[config.mk]
export PLATFORM = sky130hd
export DESIGN_NAME = fetch_unit
export DESIGN_NICKNAME = d
export VERILOG_FILES = /design/src/rtl/fetch_pkg.sv /design/src/rtl/fetch_queue.sv /design/src/rtl/fetch_unit.sv
export SDC_FILE = /design/constraint.sdc
export NUM_CORES = 1
export LEC_CHECK = 0
export ABC_AREA = 1
export CAP_MARGIN = 20
export CORE_MARGIN = 10
export CORE_UTILIZATION = 53
export CTS_CLUSTER_DIAMETER = 150
export DETAILED_ROUTE_END_ITERATION = 10
export PLACE_DENSITY_LB_ADDON = 0.25
export SLEW_MARGIN = 30
export SYNTH_ARGS = -nofsm -noshare
export SYNTH_HDL_FRONTEND = slang
export SYNTH_SLANG_ARGS = --single-unit
[constraint.sdc]
create_clock -name clk -period 3.8 [get_ports clk]
set_clock_uncertainty 0.15 [all_clocks]
set_input_delay 0.76 -clock clk [delete_from_list [all_inputs] [get_ports clk]]
set_output_delay 0.76 -clock clk [all_outputs]
set_load 0.02 [all_outputs]
[src/rtl/fetch_pkg.sv]
// Shared constants and types for the instruction fetch slice.
package fetch_pkg;

  localparam int DWIDTH_DEF = 16;
  localparam int AWIDTH_DEF = 16;
  localparam int QDEPTH_DEF = 4;

  localparam logic [3:0] HALT_OPCODE = 4'hF;

  typedef struct packed {
    logic [AWIDTH_DEF-1:0] pc;
    logic [DWIDTH_DEF-1:0] instr;
  } fetch_entry_t;

endpackage

[src/rtl/fetch_queue.sv]
// Circular prefetch queue of {pc, instr} entries with push/pop/flush.
module fetch_queue
  import fetch_pkg::*;
#(
  parameter int DWIDTH = DWIDTH_DEF,
  parameter int AWIDTH = AWIDTH_DEF,
  parameter int QDEPTH = QDEPTH_DEF,
  localparam int PW = $clog2(QDEPTH),
  localparam int CW = PW + 1
) (
  input  logic              clk,
  input  logic              rst,
  input  logic              push,
  input  logic [AWIDTH-1:0] push_pc,
  input  logic [DWIDTH-1:0] push_instr,
  input  logic              pop,
  input  logic              flush,
  output logic [CW-1:0]     count,
  output logic [AWIDTH-1:0] head_pc,
  output logic [DWIDTH-1:0] head_instr
);

  logic [AWIDTH-1:0] pc_mem    [QDEPTH];
  logic [DWIDTH-1:0] instr_mem [QDEPTH];
  logic [PW-1:0]     head_ptr;
  logic [PW-1:0]     tail_ptr;

  always_ff @(posedge clk or posedge rst) begin
    if (rst) begin
      head_ptr <= '0;
      tail_ptr <= '0;
      count    <= '0;
    end else if (flush) begin
      head_ptr <= '0;
      tail_ptr <= '0;
      count    <= '0;
    end else begin
      if (push) tail_ptr <= tail_ptr + 1'b1;
      if (pop)  head_ptr <= head_ptr + 1'b1;
      count <= count + CW'(push) - CW'(pop);
    end
  end

  // Storage is not reset; only the pointers define what is valid.
  always_ff @(posedge clk) begin
    if (push) begin
      pc_mem[tail_ptr]    <= push_pc;
      instr_mem[tail_ptr] <= push_instr;
    end
  end

  assign head_pc    = pc_mem[head_ptr];
  assign head_instr = instr_mem[head_ptr];

endmodule

[src/rtl/fetch_unit.sv]
// Instruction fetch: PC sequencing, redirect and optional HALT stop over a prefetch queue.
// Optional feature: define FETCH_HALT_EN to stop fetching after a HALT opcode word.
module fetch_unit
  import fetch_pkg::*;
#(
  parameter int DWIDTH = DWIDTH_DEF,
  parameter int AWIDTH = AWIDTH_DEF,
  parameter int QDEPTH = QDEPTH_DEF,
  parameter logic [AWIDTH-1:0] RESET_PC = '0
) (
  input  logic              clk,
  input  logic              rst,
  output logic [AWIDTH-1:0] mem_addr,
  output logic              mem_enable,
  output logic              mem_wr,
  output logic [DWIDTH-1:0] mem_data_in,
  input  logic [DWIDTH-1:0] mem_data_out,
  input  logic              redirect,
  input  logic [AWIDTH-1:0] redirect_pc,
  output logic              instr_valid,
  output logic [DWIDTH-1:0] instr,
  output logic [AWIDTH-1:0] instr_pc,
  input  logic              instr_ready,
  output logic              halted
);

  localparam int CW = $clog2(QDEPTH) + 1;
  localparam logic [CW-1:0]     FULL   = CW'(QDEPTH);
  localparam logic [AWIDTH-1:0] PC_RST = {RESET_PC[AWIDTH-1:1], 1'b0};

  logic [AWIDTH-1:0] pc;
  logic [CW-1:0]     count;
  logic              pop;

  assign mem_wr      = 1'b0;
  assign mem_data_in = '0;
  assign mem_addr    = pc;

  always_comb begin
    mem_enable = !rst && !redirect && !halted && (count < FULL);
  end

  assign instr_valid = (count != '0);
  assign pop         = instr_valid && instr_ready;

  always_ff @(posedge clk or posedge rst) begin
    if (rst)             pc <= PC_RST;
    else if (redirect)   pc <= {redirect_pc[AWIDTH-1:1], 1'b0};
    else if (mem_enable) pc <= pc + AWIDTH'(2);
  end

`ifdef FETCH_HALT_EN
  always_ff @(posedge clk or posedge rst) begin
    if (rst)           halted <= 1'b0;
    else if (redirect) halted <= 1'b0;
    else if (mem_enable && (mem_data_out[15:12] == HALT_OPCODE)) halted <= 1'b1;
  end
`else
  assign halted = 1'b0;
`endif

  fetch_queue #(
    .DWIDTH (DWIDTH),
    .AWIDTH (AWIDTH),
    .QDEPTH (QDEPTH)
  ) u_queue (
    .clk        (clk),
    .rst        (rst),
    .push       (mem_enable),
    .push_pc    (pc),
    .push_instr (mem_data_out),
    .pop        (pop),
    .flush      (redirect),
    .count      (count),
    .head_pc    (instr_pc),
    .head_instr (instr)
  );

endmodule

# ---- Word level (Yosys, flattened, before mapping)
# Memory sizes are Yosys's and may differ from the RTL's.
# Cells that the tools add are included.
# W data, S select, Z words.
dict set report totals {
  register_bits 23
  mem_bits_rw 128
  inputBits 36
  out_inout_bits 68
  word_cells 29
  memories 2
}
dict set report op_classes {
  n_addsub 5
  n_lt_le_gt_ge 1
  n_mux 9
  n_reduce_logical 8
}
# name depth word_bits read_ports rd_clocked_by_memory_dff wr line
set mem_list {}
lappend mem_list {u_queue.instr_mem 4 16 1 0 1 fetch_queue.sv:24} ;# logic [DWIDTH-1:0] instr_mem [QDEPTH];
lappend mem_list {u_queue.pc_mem 4 16 1 0 1 fetch_queue.sv:23} ;# logic [AWIDTH-1:0] pc_mem [QDEPTH];
# op n
set op_table {}
lappend op_table {{$mux W16} 2}
lappend op_table {{$add A16 B2 Y16 const B} 1}
lappend op_table {{$mux W2} 4}
lappend op_table {{$add A2 B1 Y2 const B} 2}
lappend op_table {{$reduce_bool A2 Y1} 2}
lappend op_table {{$add A3 B1 Y3} 1}
lappend op_table {{$logic_and A1 B1 Y1} 3}
lappend op_table {{$lt A3 B3 Y1 const B} 1}
lappend op_table {{$mux W3} 1}
lappend op_table {{$reduce_bool A3 Y1} 1}
lappend op_table {{$sub A3 B1 Y3} 1}
lappend op_table {{$logic_not A1 Y1} 2}
lappend op_table {{$mux W1} 2}

# ---- Depth between registers and ports, before layout
# Gate-level depths: netlist of the first run.
dict set report logic_depth {
  depth_word 6
  ltp_mapped 11
  mapped_depth_nobuf 11
}

# ---- Modules after synthesis
# From an unflattened synthesis of the first run, not the netlist that was laid out.
dict set report hier_totals {
  cells_unflattened 592
  hier_area_um2 6597.6
}
# module instances cells_per_inst area_per_inst_um2 seq_area_each_um2
set modules_own_cells {}
lappend modules_own_cells {fetch_queue 1 424 5431.5 4018.9}
lappend modules_own_cells {fetch_unit 1 168 1166.1 375.4}

# ---- Least setup slack after synthesis of the first run
# OpenSTA, ideal clock, no wires.
dict set report synth_timing {
  kind {input to register}
  startpoint {in redirect}
  endpoint {mem u_queue.instr_mem[0][0] (netlist bit) (enable)}
  setup_time_ns 0.419
  arrival_time_ns 2.418
  required_time_ns 3.231
  setup_slack_ns 0.813
  cell_stages 4
  n_path_buf 1
  path_cell_list {buf_6 -> inv_2 -> nand2_4 -> nor2_1}
}
dict set report synth_between {
  elab_chain_len 5
}
# element line
set synth_lines {}
lappend synth_lines {{start, declared} fetch_unit.sv:18} ;# input logic redirect,
lappend synth_lines {{$logic_not A1 Y1} fetch_unit.sv:40} ;# mem_enable = !rst && !redirect && !halted && (count < FULL);
lappend synth_lines {{$logic_and A1 B1 Y1 (2 in a row)} fetch_unit.sv:40}
lappend synth_lines {{$mux W1} fetch_queue.sv:46} ;# if (push) begin
lappend synth_lines {{$mux W1 (implied by the code)} fetch_queue.sv:48} ;# instr_mem[tail_ptr] <= push_instr;
lappend synth_lines {{end, declared} fetch_queue.sv:24}
# Every way passes these cells.

# ---- Final worst setup path of the first run
dict set report layout_timing {
  startpoint {reg u_queue.head_ptr[1]}
  endpoint {out instr_pc[3]}
}
dict set report layout_between {
  elab_chain_len 1
}
# element line
set layout_lines {}
lappend layout_lines {{start, declared} fetch_queue.sv:25} ;# logic [PW-1:0] head_ptr;
lappend layout_lines {{start signal, assigned} fetch_queue.sv:39} ;# if (pop) head_ptr <= head_ptr + 1'b1;
lappend layout_lines {{$mem_v2 Z4 W16} --}
lappend layout_lines {{end, declared} fetch_unit.sv:22} ;# output logic [AWIDTH-1:0] instr_pc,
# Every way passes these cells.

==> results of run 1 <==
-- flip-flops by register name, indices dropped and copies added, names as in the netlist --
name	count
u_queue.pc_mem	60
mem_addr	15
u_queue.instr_mem	64
u_queue.tail_ptr	2
u_queue.head_ptr	2
u_queue.count	3
-- metrics by stage --
step / instance area, sq um / hold WS [ns] / worst slack (ns)
6_report: 7760 / 0.427 / 0.329
5_1_grt: 7760 / 0.473 / 0.193
4_1_cts: 7760 / 0.427 / 0.355
3_5_place_dp: 7170 / 0.415 / 0.574
3_3_place_gp: 7170 / 0.393 / 0.579
2_1_floorplan: 6310 / 0.363 / 0.813
-- final timing paths --
| kind | startpoint | to | slack (ns) |
|---|---|---|---|
| max | u_queue.head_ptr[1] | instr_pc[3] | 0.33 |
| min | u_queue.tail_ptr[0] | u_queue.tail_ptr[0] | 0.43 |
| max reg2reg | u_queue.count[2] | u_queue.count[2] | 1.56 |
| min reg2reg | u_queue.tail_ptr[0] | u_queue.tail_ptr[0] | 0.43 |
| max in group asynchronous | rst | u_queue.head_ptr[0] | 2.42 |
| min in group asynchronous | rst | u_queue.count[2] | 0.65 |
-- cell families (layout without fill, tap and decap cells) --
| logic type | count (synthesis) | after routing |
|---|---|---|
| AOI/OAI and AO/OA | 116 | 116 |
| xor gates and xnor gates | 3 | 3 |
| adders and majority gates | 8 | 8 |
| buffers and inverters | 76 | 160 |
| DFF | 146 | 146 |
| other | 1 | 20 |
| and+or+nand+nor | 170 | 170 |
-- layout by cell type (no fill, tap or decap), types with 2 or more instances in the layout --
cell type,netlist,final
bufinv_16,0,2
a22o_1,2,2
nand3_2,10,10
clkinv_4,0,3
clkdlybuf4s50_1,0,82
inv_2,4,4
nor2_1,76,72
nand4_1,5,5
o22ai_1,31,31
nand2_1,56,56
conb_1,1,20
o21ai_1,2,2
inv_1,29,28
o211ai_1,4,4
xor2_1,2,2
nor2_4,1,5
buf_4,21,11
nand3_1,14,14
o21ai_0,72,72
inv_6,0,4
a21oi_1,2,2
ha_1,7,7
clkbuf_1,11,2
clkinvlp_4,0,4
dfrtp_1,22,21
nor2_2,5,5
edfxtp_1,124,124
clkbuf_16,0,17
-- where the power goes --
part	internal, uW	leakage, uW	switching [uW]
Clock	977	0.000271	647
Combinational	602	0.00117	904
Sequential	1910	0.00140	131
Total	3490	0.00285	1680
-- per-layer routing --
| layer | wire [microns] | vias to the layer above | track usage (%) |
|---|---|---|---|
| li1 | - | 1984 | - |
| met1 | 5480 | 2009 | 18.8 |
| met2 | 6760 | 133 | 28.0 |
| met3 | 1010 | 23 | 5.22 |
| met4 | 234 | 0 | 6.29 |
| met5 | 0 | - | 0 |
-- cell usage after synthesis (4+ instances only) --
cell type / instances
nand2_1: 56
o211ai_1: 4
buf_4: 21
o22ai_1: 31
buf_2: 8
inv_1: 29
o21ai_0: 72
clkbuf_1: 11
nand3_2: 10
dfrtp_1: 22
nand4_1: 5
nor2_2: 5
inv_2: 4
edfxtp_1: 124
nand3_1: 14
nor2_1: 76
ha_1: 7
-- area by class of cell --
type | instances | area share, %
clock buffers | 19 | 5.58
clock inverters | 13 | 1.95
inverters | 34 | 1.68
multi-input cells | 317 | 21.5
flip-flops and latches | 146 | 55.1
well taps | 143 | 2.31
repair buffers | 94 | 11.9
==> impl_metrics.env, run 1 <==
export IMPL_final_layout_size_suffix_gt1_share_pct=11.4
export IMPL_grt_overflow_total=0
export IMPL_p_per_area_nw_per_um2=667
export IMPL_diodes=0
export IMPL_synth_area_per_cell_sq_um=12.0
export IMPL_multiInputGateArea_sq_um=1660
export IMPL_area_growth_syn_to_layout_pct=24.4
export IMPL_synth_ff_type="edfxtp_1"
export IMPL_synth_fa_ha_area_share_pct=1.73
export IMPL_clockBufferDepth=2
export IMPL_critical_path_top_delay_family="buffers and inverters"
export IMPL_ys_ff_latch=146
export IMPL_core_area_sq_um=11500
export IMPL_h_tree_depth=4
export IMPL_crit_buf_inv=2
export IMPL_ant_nets=0
export IMPL_fin_setup_tns_ns=0
export IMPL_rsz0062_at_grt="no"
export IMPL_synth_compound_area_share_pct=10.4
export IMPL_synth_edf_count=124
export IMPL_synth_top_family_by_area="simple AND/OR/NAND/NOR gates"
export IMPL_place_inst=734
export IMPL_post_cts_buffers=0
export IMPL_ios=104
export IMPL_synth_xor_area_share_pct=0.421
export IMPL_holdBufCountCts=0
export IMPL_via_per_inst=5.42
export IMPL_holdPathStages=1
export IMPL_status="finished, final reports clean"
export IMPL_final_nets=654
export IMPL_path_cells="buf_4 > o21ai_0 > o22ai_1 > clkdlybuf4s50_1"
export IMPL_worst_slew_pin_slew_ns=0.832
export IMPL_grt_pass1_wl_microns=21300
export IMPL_fillers=811
export IMPL_synthArstFlopShare_pct=15.1
export IMPL_layout_area_seq_sq_um=4280
export IMPL_cp_slowest_cell="clkdlybuf4s50_1"
export IMPL_syn_inst=520
export IMPL_routedWlPerCell_microns=17.6
export IMPL_min_period_ns=3.47
export IMPL_cts_resized=0
export IMPL_worst_setup_path_start_kind="flip-flop"
export IMPL_fmax_ghz=0.288
export IMPL_synth_simple_area_share_pct=12.5
export IMPL_p_total_uw=5170
export IMPL_dpl_hpwl_microns=8680
export IMPL_cts_buffers=17
export IMPL_totalWireLength_microns=13500
export IMPL_critPathKind="flip-flop to output port"
export IMPL_first_global_vias=4219
export IMPL_port_buffer_count=82
export IMPL_yosys_mux_area_fraction_pct=0
export IMPL_setup_viol=0
export IMPL_power_leakage_uw=0.00285
export IMPL_num_rows=39
export IMPL_grt_total_usage_pct=16.4
export IMPL_required_ns=2.89
export IMPL_synth_warnings=0
export IMPL_maxSlewHeadroom_pct=44.2
export IMPL_dr_pass1_iters=6
export IMPL_die_x_microns=128
export IMPL_ir_drop_mv=0.435
export IMPL_antenna_found_initial=0
export IMPL_die_area_sq_um=16500
export IMPL_cts_sinks=146
export IMPL_critPathCaptureType="output port"
export IMPL_crit_cells=4
export IMPL_clock_latency_ns=0.41
export IMPL_final_cells=766
export IMPL_drv_cap=0
export IMPL_hp_class="flip-flop to flip-flop"
export IMPL_synth_top_cell_area_share_pct=59.7
export IMPL_gp_congestion=0.856
export IMPL_netlist_cell_type_count=34
export IMPL_synth_area_sq_um=6240
export IMPL_report_final_slew_viol_count=0
export IMPL_worstPathArrival_ns=2.56
export IMPL_clk_pin_slew_ns=0.06
export IMPL_cts_tree="built"
export IMPL_synth_top_area_cell="edfxtp_1"
export IMPL_path_max_fanout=20
export IMPL_utilization_pct=67.6
export IMPL_ys_seq_area_share_pct=68.5
export IMPL_start_util_pct=54.4
export IMPL_ff2ff_path_depth=9
export IMPL_synth_area_top_cells="edfxtp_1 60%, dfrtp_1 8.8%, o21ai_0 5.8%"
export IMPL_finalHoldViolCount=0
export IMPL_vias=4149
export IMPL_slowest_delay_ns=0.68
export IMPL_drc=0
export IMPL_fp_dieH_microns=128
export IMPL_cts_root_buffer="clkbuf_16"
export IMPL_grt_max_degree=64
export IMPL_period_share_pct=91.3
export IMPL_drt_iter0_drc=298
No activity file was read; power rests on OpenSTA's default activity.
==> run 2, diff against run 1 <==
--- a/config.mk
+++ b/config.mk
@@ -8,9 +8,10 @@
 export ABC_AREA = 1
 export CAP_MARGIN = 20
 export CORE_MARGIN = 10
-export CORE_UTILIZATION = 53
+export CORE_UTILIZATION = 57
 export CTS_CLUSTER_DIAMETER = 150
 export DETAILED_ROUTE_END_ITERATION = 10
+export MAX_ROUTING_LAYER = met4
 export PLACE_DENSITY_LB_ADDON = 0.25
 export SLEW_MARGIN = 30
 export SYNTH_ARGS = -nofsm -noshare
==> constraint.sdc (replaced) <==
create_clock -name clk -period 4.2 [get_ports clk]
set_clock_uncertainty 0.15 [all_clocks]
set_input_delay 0.84 -clock clk [delete_from_list [all_inputs] [get_ports clk]]
set_output_delay 0.84 -clock clk [all_outputs]
set_load 0.02 [all_outputs]
==> impl_metrics.env, run 2 (synthesized netlist as in run 1, its figures left out) <==
export IMPL_grt_overflow_total=0
export IMPL_fin_setup_tns_ns=0
export IMPL_post_place_ws_ns=0.816
export IMPL_area_growth_syn_to_layout_pct=24.7
export IMPL_power_leakage_uw=0.00288
export IMPL_power_frac_seq_pct=38.9
export IMPL_required_ns=3.21
export IMPL_p_sw_share_pct=31.0
export IMPL_routedWlPerCell_microns=17.8
export IMPL_drt_iter0_drc=369
export IMPL_vias=4257
export IMPL_h_tree_depth=4
export IMPL_finalHoldViolCount=0
export IMPL_cts_resized=0
export IMPL_start_util_pct=57.8
export IMPL_holdBufCountCts=0
export IMPL_largest_register_ffs=64
export IMPL_multiInputGateArea_sq_um=1660
export IMPL_ios=104
export IMPL_fillers=724
export IMPL_die_area_sq_um=15500
export IMPL_stdcell_area_sq_um=7780
export IMPL_dr_pass1_iters=5
export IMPL_period_share_pct=89.0
export IMPL_hold_ws_ns=0.410
export IMPL_diodes=0
export IMPL_drc=0
export IMPL_final_cell_mix="124 x edfxtp_1, 82 x clkdlybuf4s50_1, 72 x nor2_1, 72 x o21ai_0, 56 x nand2_1"
export IMPL_grt_max_degree=64
export IMPL_core_area_sq_um=10800
export IMPL_min_period_ns=3.74
export IMPL_grt_pass1_wl_microns=22000
export IMPL_clockBufferDepth=2
export IMPL_die_x_microns=125
export IMPL_critPathCaptureType="output port"
export IMPL_cts_sinks=146
export IMPL_top_register="u_queue.instr_mem"
export IMPL_final_layout_size_suffix_gt1_share_pct=11.6
export IMPL_p_per_area_nw_per_um2=612
export IMPL_ant_nets=0
export IMPL_post_cts_buffers=0
export IMPL_worst_slew_pin_slew_ns=0.727
export IMPL_first_global_vias=4423
export IMPL_cts_tree="built"
export IMPL_layout_area_seq_sq_um=4280
export IMPL_port_buffer_count=82
export IMPL_fmax_ghz=0.268
export IMPL_ir_drop_mv=0.330
export IMPL_grt_total_usage_pct=18.2
export IMPL_report_final_slew_viol_count=0
export IMPL_p_int_uw=3280
export IMPL_combPwrFrac_pct=28.8
export IMPL_critPathKind="flip-flop to output port"
export IMPL_worstPathArrival_ns=2.75
export IMPL_rsz0062_at_grt="no"
export IMPL_path_max_fanout=41
export IMPL_clk_pin_slew_ns=0.06
export IMPL_setup_viol=0
export IMPL_maxSlewHeadroom_pct=51.4
export IMPL_placed_area_sq_um=7170
export IMPL_fp_dieH_microns=125
export IMPL_num_rows=38
export IMPL_utilization_pct=72.1
export IMPL_netSwitchingPower_uw=1480
export IMPL_via_per_inst=5.58
export IMPL_clock_latency_ns=0.52
export IMPL_final_common_cell="edfxtp_1"
export IMPL_worst_setup_path_start_kind="flip-flop"
export IMPL_cts_root_buffer="clkbuf_8"
export IMPL_status="finished, final reports clean"
export IMPL_cts_buffers=17
export IMPL_drv_cap=0
export IMPL_final_nets=656
export IMPL_power_share_clock_pct=32.3
export IMPL_worst_slack_ns=0.463
export IMPL_gp_congestion=0.860
export IMPL_antenna_found_initial=0
export IMPL_hp_class="flip-flop to flip-flop"
export IMPL_totalWireLength_microns=13600
export IMPL_dpl_hpwl_microns=8670
-- run 2: cell count changes in the layout (fill, tap and decap cells not counted), sizes merged --
cell | before | now
bufinv | 2 | 5
inv | 37 | 34
buf | 12 | 14
clkbuf | 19 | 17
clkinv | 4 | 6
clkinvlp | 4 | 2
-- run 2: critical path, stage by stage (launching register included) --
cell and delay (ns):
dfrtp_2 0.41, inv_2 0.49, buf_4 0.38, nor2_1 0.08, o22ai_1 0.21, clkdlybuf4s50_1 0.64
-- run 2: final cells by class --
cell class              count  area share (%)
inverters                  34            1.67
multi-input cells         317            21.4
well taps                 140            2.25
clock inverters            13            2.48
flip-flops and latches    146            55.0
repair buffers             96            11.9
clock buffers              17            5.32
-- run 2: power groups by stage --
stage,combinational [uW],sequential (uW),clock [uW]
after floorplan,783,1870,0
after global placement,1350,1870,0
after detailed placement,1380,1880,0
after CTS,1380,1850,1550
after global routing,1500,1870,1610
final,1370,1850,1540
-- run 2: through the flow --
| stage | std cells | power (uW) |
|---|---|---|
| 2_1_floorplan | 539 | 2660 |
| 3_3_place_gp | 733 | 3220 |
| 3_5_place_dp | 733 | 3250 |
| 4_1_cts | 763 | 4780 |
| 5_1_grt | 763 | 4980 |
| 6_report | 763 | 4760 |
-- run 2: per-layer routing --
| layer | part of all wire [%] | routed length, microns | vias up | track usage [%] |
|---|---|---|---|---|
| li1 | - | - | 1989 | - |
| met1 | 43 | 5860 | 2067 | 21.6 |
| met2 | 49 | 6640 | 179 | 29.2 |
| met3 | 6.6 | 902 | 22 | 5.45 |
| met4 | 1.5 | 202 | 0 | 5.83 |
| met5 | 0 | 0 | - | - |
-- run 2: final timing paths --
path / start / endpoint / slack [ns] / cells past startpoint
min reg2reg: u_queue.tail_ptr[0] / u_queue.tail_ptr[0] / 0.41 / 1
min: u_queue.tail_ptr[0] / u_queue.tail_ptr[0] / 0.41 / 1
min in group asynchronous: rst / u_queue.count[2] / 0.61 / 2
max reg2reg: u_queue.count[2] / u_queue.count[2] / 1.97 / 9
max: u_queue.head_ptr[0] / instr[12] / 0.46 / 5
max in group asynchronous: rst / u_queue.head_ptr[0] / 2.92 / 2
==> run 3, diff against run 2 <==
--- a/config.mk
+++ b/config.mk
@@ -5,10 +5,9 @@
 export SDC_FILE = /design/constraint.sdc
 export NUM_CORES = 1
 export LEC_CHECK = 0
-export ABC_AREA = 1
 export CAP_MARGIN = 20
 export CORE_MARGIN = 10
-export CORE_UTILIZATION = 57
+export CORE_UTILIZATION = 56
 export CTS_CLUSTER_DIAMETER = 150
 export DETAILED_ROUTE_END_ITERATION = 10
 export MAX_ROUTING_LAYER = met4
==> impl_metrics.env, run 3 <==
export IMPL_status="finished, final reports clean"
export IMPL_top_register="u_queue.instr_mem"
export IMPL_grt_total_usage_pct=16.2
export IMPL_antenna_found_initial=0
export IMPL_critPathCaptureType="output port"
export IMPL_gp_congestion=0.756
export IMPL_first_global_vias=3299
export IMPL_finalHoldViolCount=0
export IMPL_routedWlPerCell_microns=20.4
export IMPL_via_per_inst=5.44
export IMPL_power_share_clock_pct=32.6
export IMPL_port_buffer_count=82
export IMPL_grt_pass1_wl_microns=17700
export IMPL_diodes=0
export IMPL_synth_top_cell_area_share_pct=63.2
export IMPL_rsz0062_at_grt="no"
export IMPL_die_x_microns=123
export IMPL_netlist_cell_type_count=34
export IMPL_fp_dieH_microns=123
export IMPL_yosysMostFrequentCell="edfxtp_1"
export IMPL_ys_top_cells_by_count="124 x edfxtp_1, 31 x mux4_2, 22 x dfrtp_1"
export IMPL_power_frac_seq_pct=42.6
export IMPL_min_period_ns=3.52
export IMPL_worst_setup_path_start_kind="primary input"
export IMPL_final_common_cell="edfxtp_1"
export IMPL_placed_area_sq_um=6800
export IMPL_report_final_slew_viol_count=0
export IMPL_clk_pin_slew_ns=0.06
export IMPL_die_area_sq_um=15000
export IMPL_start_util_pct=57.4
export IMPL_dpl_hpwl_microns=7020
export IMPL_netSwitchingPower_uw=1180
export IMPL_final_cell_mix="124 x edfxtp_1, 82 x clkdlybuf4s50_1, 31 x mux4_2"
export IMPL_synth_edf_count=124
export IMPL_period_share_pct=83.9
export IMPL_cts_root_buffer="clkbuf_8"
export IMPL_totalWireLength_microns=11300
export IMPL_post_place_ws_ns=0.709
export IMPL_required_ns=3.21
export IMPL_maxSlewHeadroom_pct=41.8
export IMPL_synth_warnings=0
export IMPL_cts_resized=0
export IMPL_p_total_uw=4210
export IMPL_drv_cap=0
export IMPL_area_growth_syn_to_layout_pct=24.8
export IMPL_utilization_pct=71.6
export IMPL_ff2ff_path_depth=9
export IMPL_cts_tree="built"
export IMPL_worst_slack_ns=0.677
export IMPL_clockBufferDepth=2
export IMPL_worstPathArrival_ns=2.53
export IMPL_p_sw_share_pct=28.1
export IMPL_p_int_uw=3020
export IMPL_h_tree_depth=4
export IMPL_hp_class="flip-flop to flip-flop"
export IMPL_holdBufCountCts=0
export IMPL_synth_ff_type="edfxtp_1"
export IMPL_largest_register_ffs=64
export IMPL_holdPathStages=2
export IMPL_critPathKind="primary input to output port"
export IMPL_num_rows=37
export IMPL_ir_drop_mv=0.288
export IMPL_synth_top_area_cell="edfxtp_1"
export IMPL_vias=3011
export IMPL_final_layout_size_suffix_gt1_share_pct=18.7
export IMPL_ys_seq_area_share_pct=72.5
export IMPL_dr_pass1_iters=4
export IMPL_fin_setup_tns_ns=0
export IMPL_fmax_ghz=0.284
export IMPL_synth_area_sq_um=5890
export IMPL_cts_buffers=17
export IMPL_drt_iter0_drc=197
export IMPL_syn_inst=314
export IMPL_drc=0
export IMPL_clock_latency_ns=0.52
export IMPL_post_cts_buffers=0
export IMPL_grt_max_degree=36
export IMPL_path_max_fanout=6
export IMPL_combPwrFrac_pct=24.8
export IMPL_worst_slew_pin_slew_ns=0.873
export IMPL_grt_overflow_total=0
export IMPL_ant_nets=0
export IMPL_synth_area_per_cell_sq_um=18.8
export IMPL_setup_viol=0
export IMPL_synthArstFlopShare_pct=15.1
export IMPL_stdcell_area_sq_um=7350
export IMPL_ys_ff_latch=146
export IMPL_synth_area_top_cells="edfxtp_1 63%, mux4_2 12%, dfrtp_1 9.3%"
export IMPL_power_leakage_uw=0.00251
export IMPL_p_per_area_nw_per_um2=572
export IMPL_core_area_sq_um=10300
export IMPL_final_nets=449
export IMPL_cts_sinks=146
export IMPL_ios=104
-- run 3: logic make-up after synthesis --
logic type	Yosys count	synth area share [%]
xor gates and xnor gates	19	2.82
adders and majority gates	8	1.83
muxes	34	12.4
AOI/OAI and AO/OA	16	1.42
and+or+nand+nor	52	5.07
buffers and inverters	38	3.88
DFF	146	72.5
other	1	0.0636
-- run 3: per-stage QoR --
stage / cells / hold WS, ns
finish: 554 / 0.467
global route: 554 / 0.493
CTS: 554 / 0.457
detailed placement: 522 / 0.446
global placement: 522 / 0.429
floorplan: 333 / 0.410
-- run 3: worst paths after layout --
| path | start | endpoint | slack [ns] |
|---|---|---|---|
| worst max-delay path | rst | mem_enable | 0.68 |
| worst min-delay path | u_queue.tail_ptr[1] | u_queue.tail_ptr[1] | 0.47 |
| worst max register to register | u_queue.count[2] | u_queue.count[2] | 1.79 |
| worst min register to register | u_queue.tail_ptr[1] | u_queue.tail_ptr[1] | 0.47 |
| max in group asynchronous | rst | u_queue.head_ptr[0] | 2.86 |
| min in group asynchronous | rst | mem_addr[3] | 0.67 |
-- run 3: routing by layer --
metal,global-route usage [%],vias to the layer above,share of wire [%]
met3,5.23,4,6.2
met5,-,-,0
li1,-,1366,-
met2,25.6,106,51
met4,3.98,0,0.34
met1,20.1,1535,42
-- run 3: layout make-up --
class                      count  area (sq um)
tap                          136           170
timing repair buffer          85           868
clock buffer                  18           418
inverter                       6          22.5
clock inverter                14           133
multi-input combinational    149          1470
fill                         669          2920
sequential                   146          4280
-- run 3: critical path, cell delays in order --
cell	delay [ns]
clkdlybuf4s50_1	0.52
nor3_1	0.46
clkdlybuf4s50_1	0.72
-- run 3: power groups by stage --
stage                     Combinational (uW)  Sequential [uW]  Clock (uW)
after floorplan                          656             1800           0
after global placement                  1050             1810           0
after detailed placement                1060             1820           0
after CTS                               1060             1790        1390
after global routing                    1120             1810        1460
final                                   1040             1790        1370
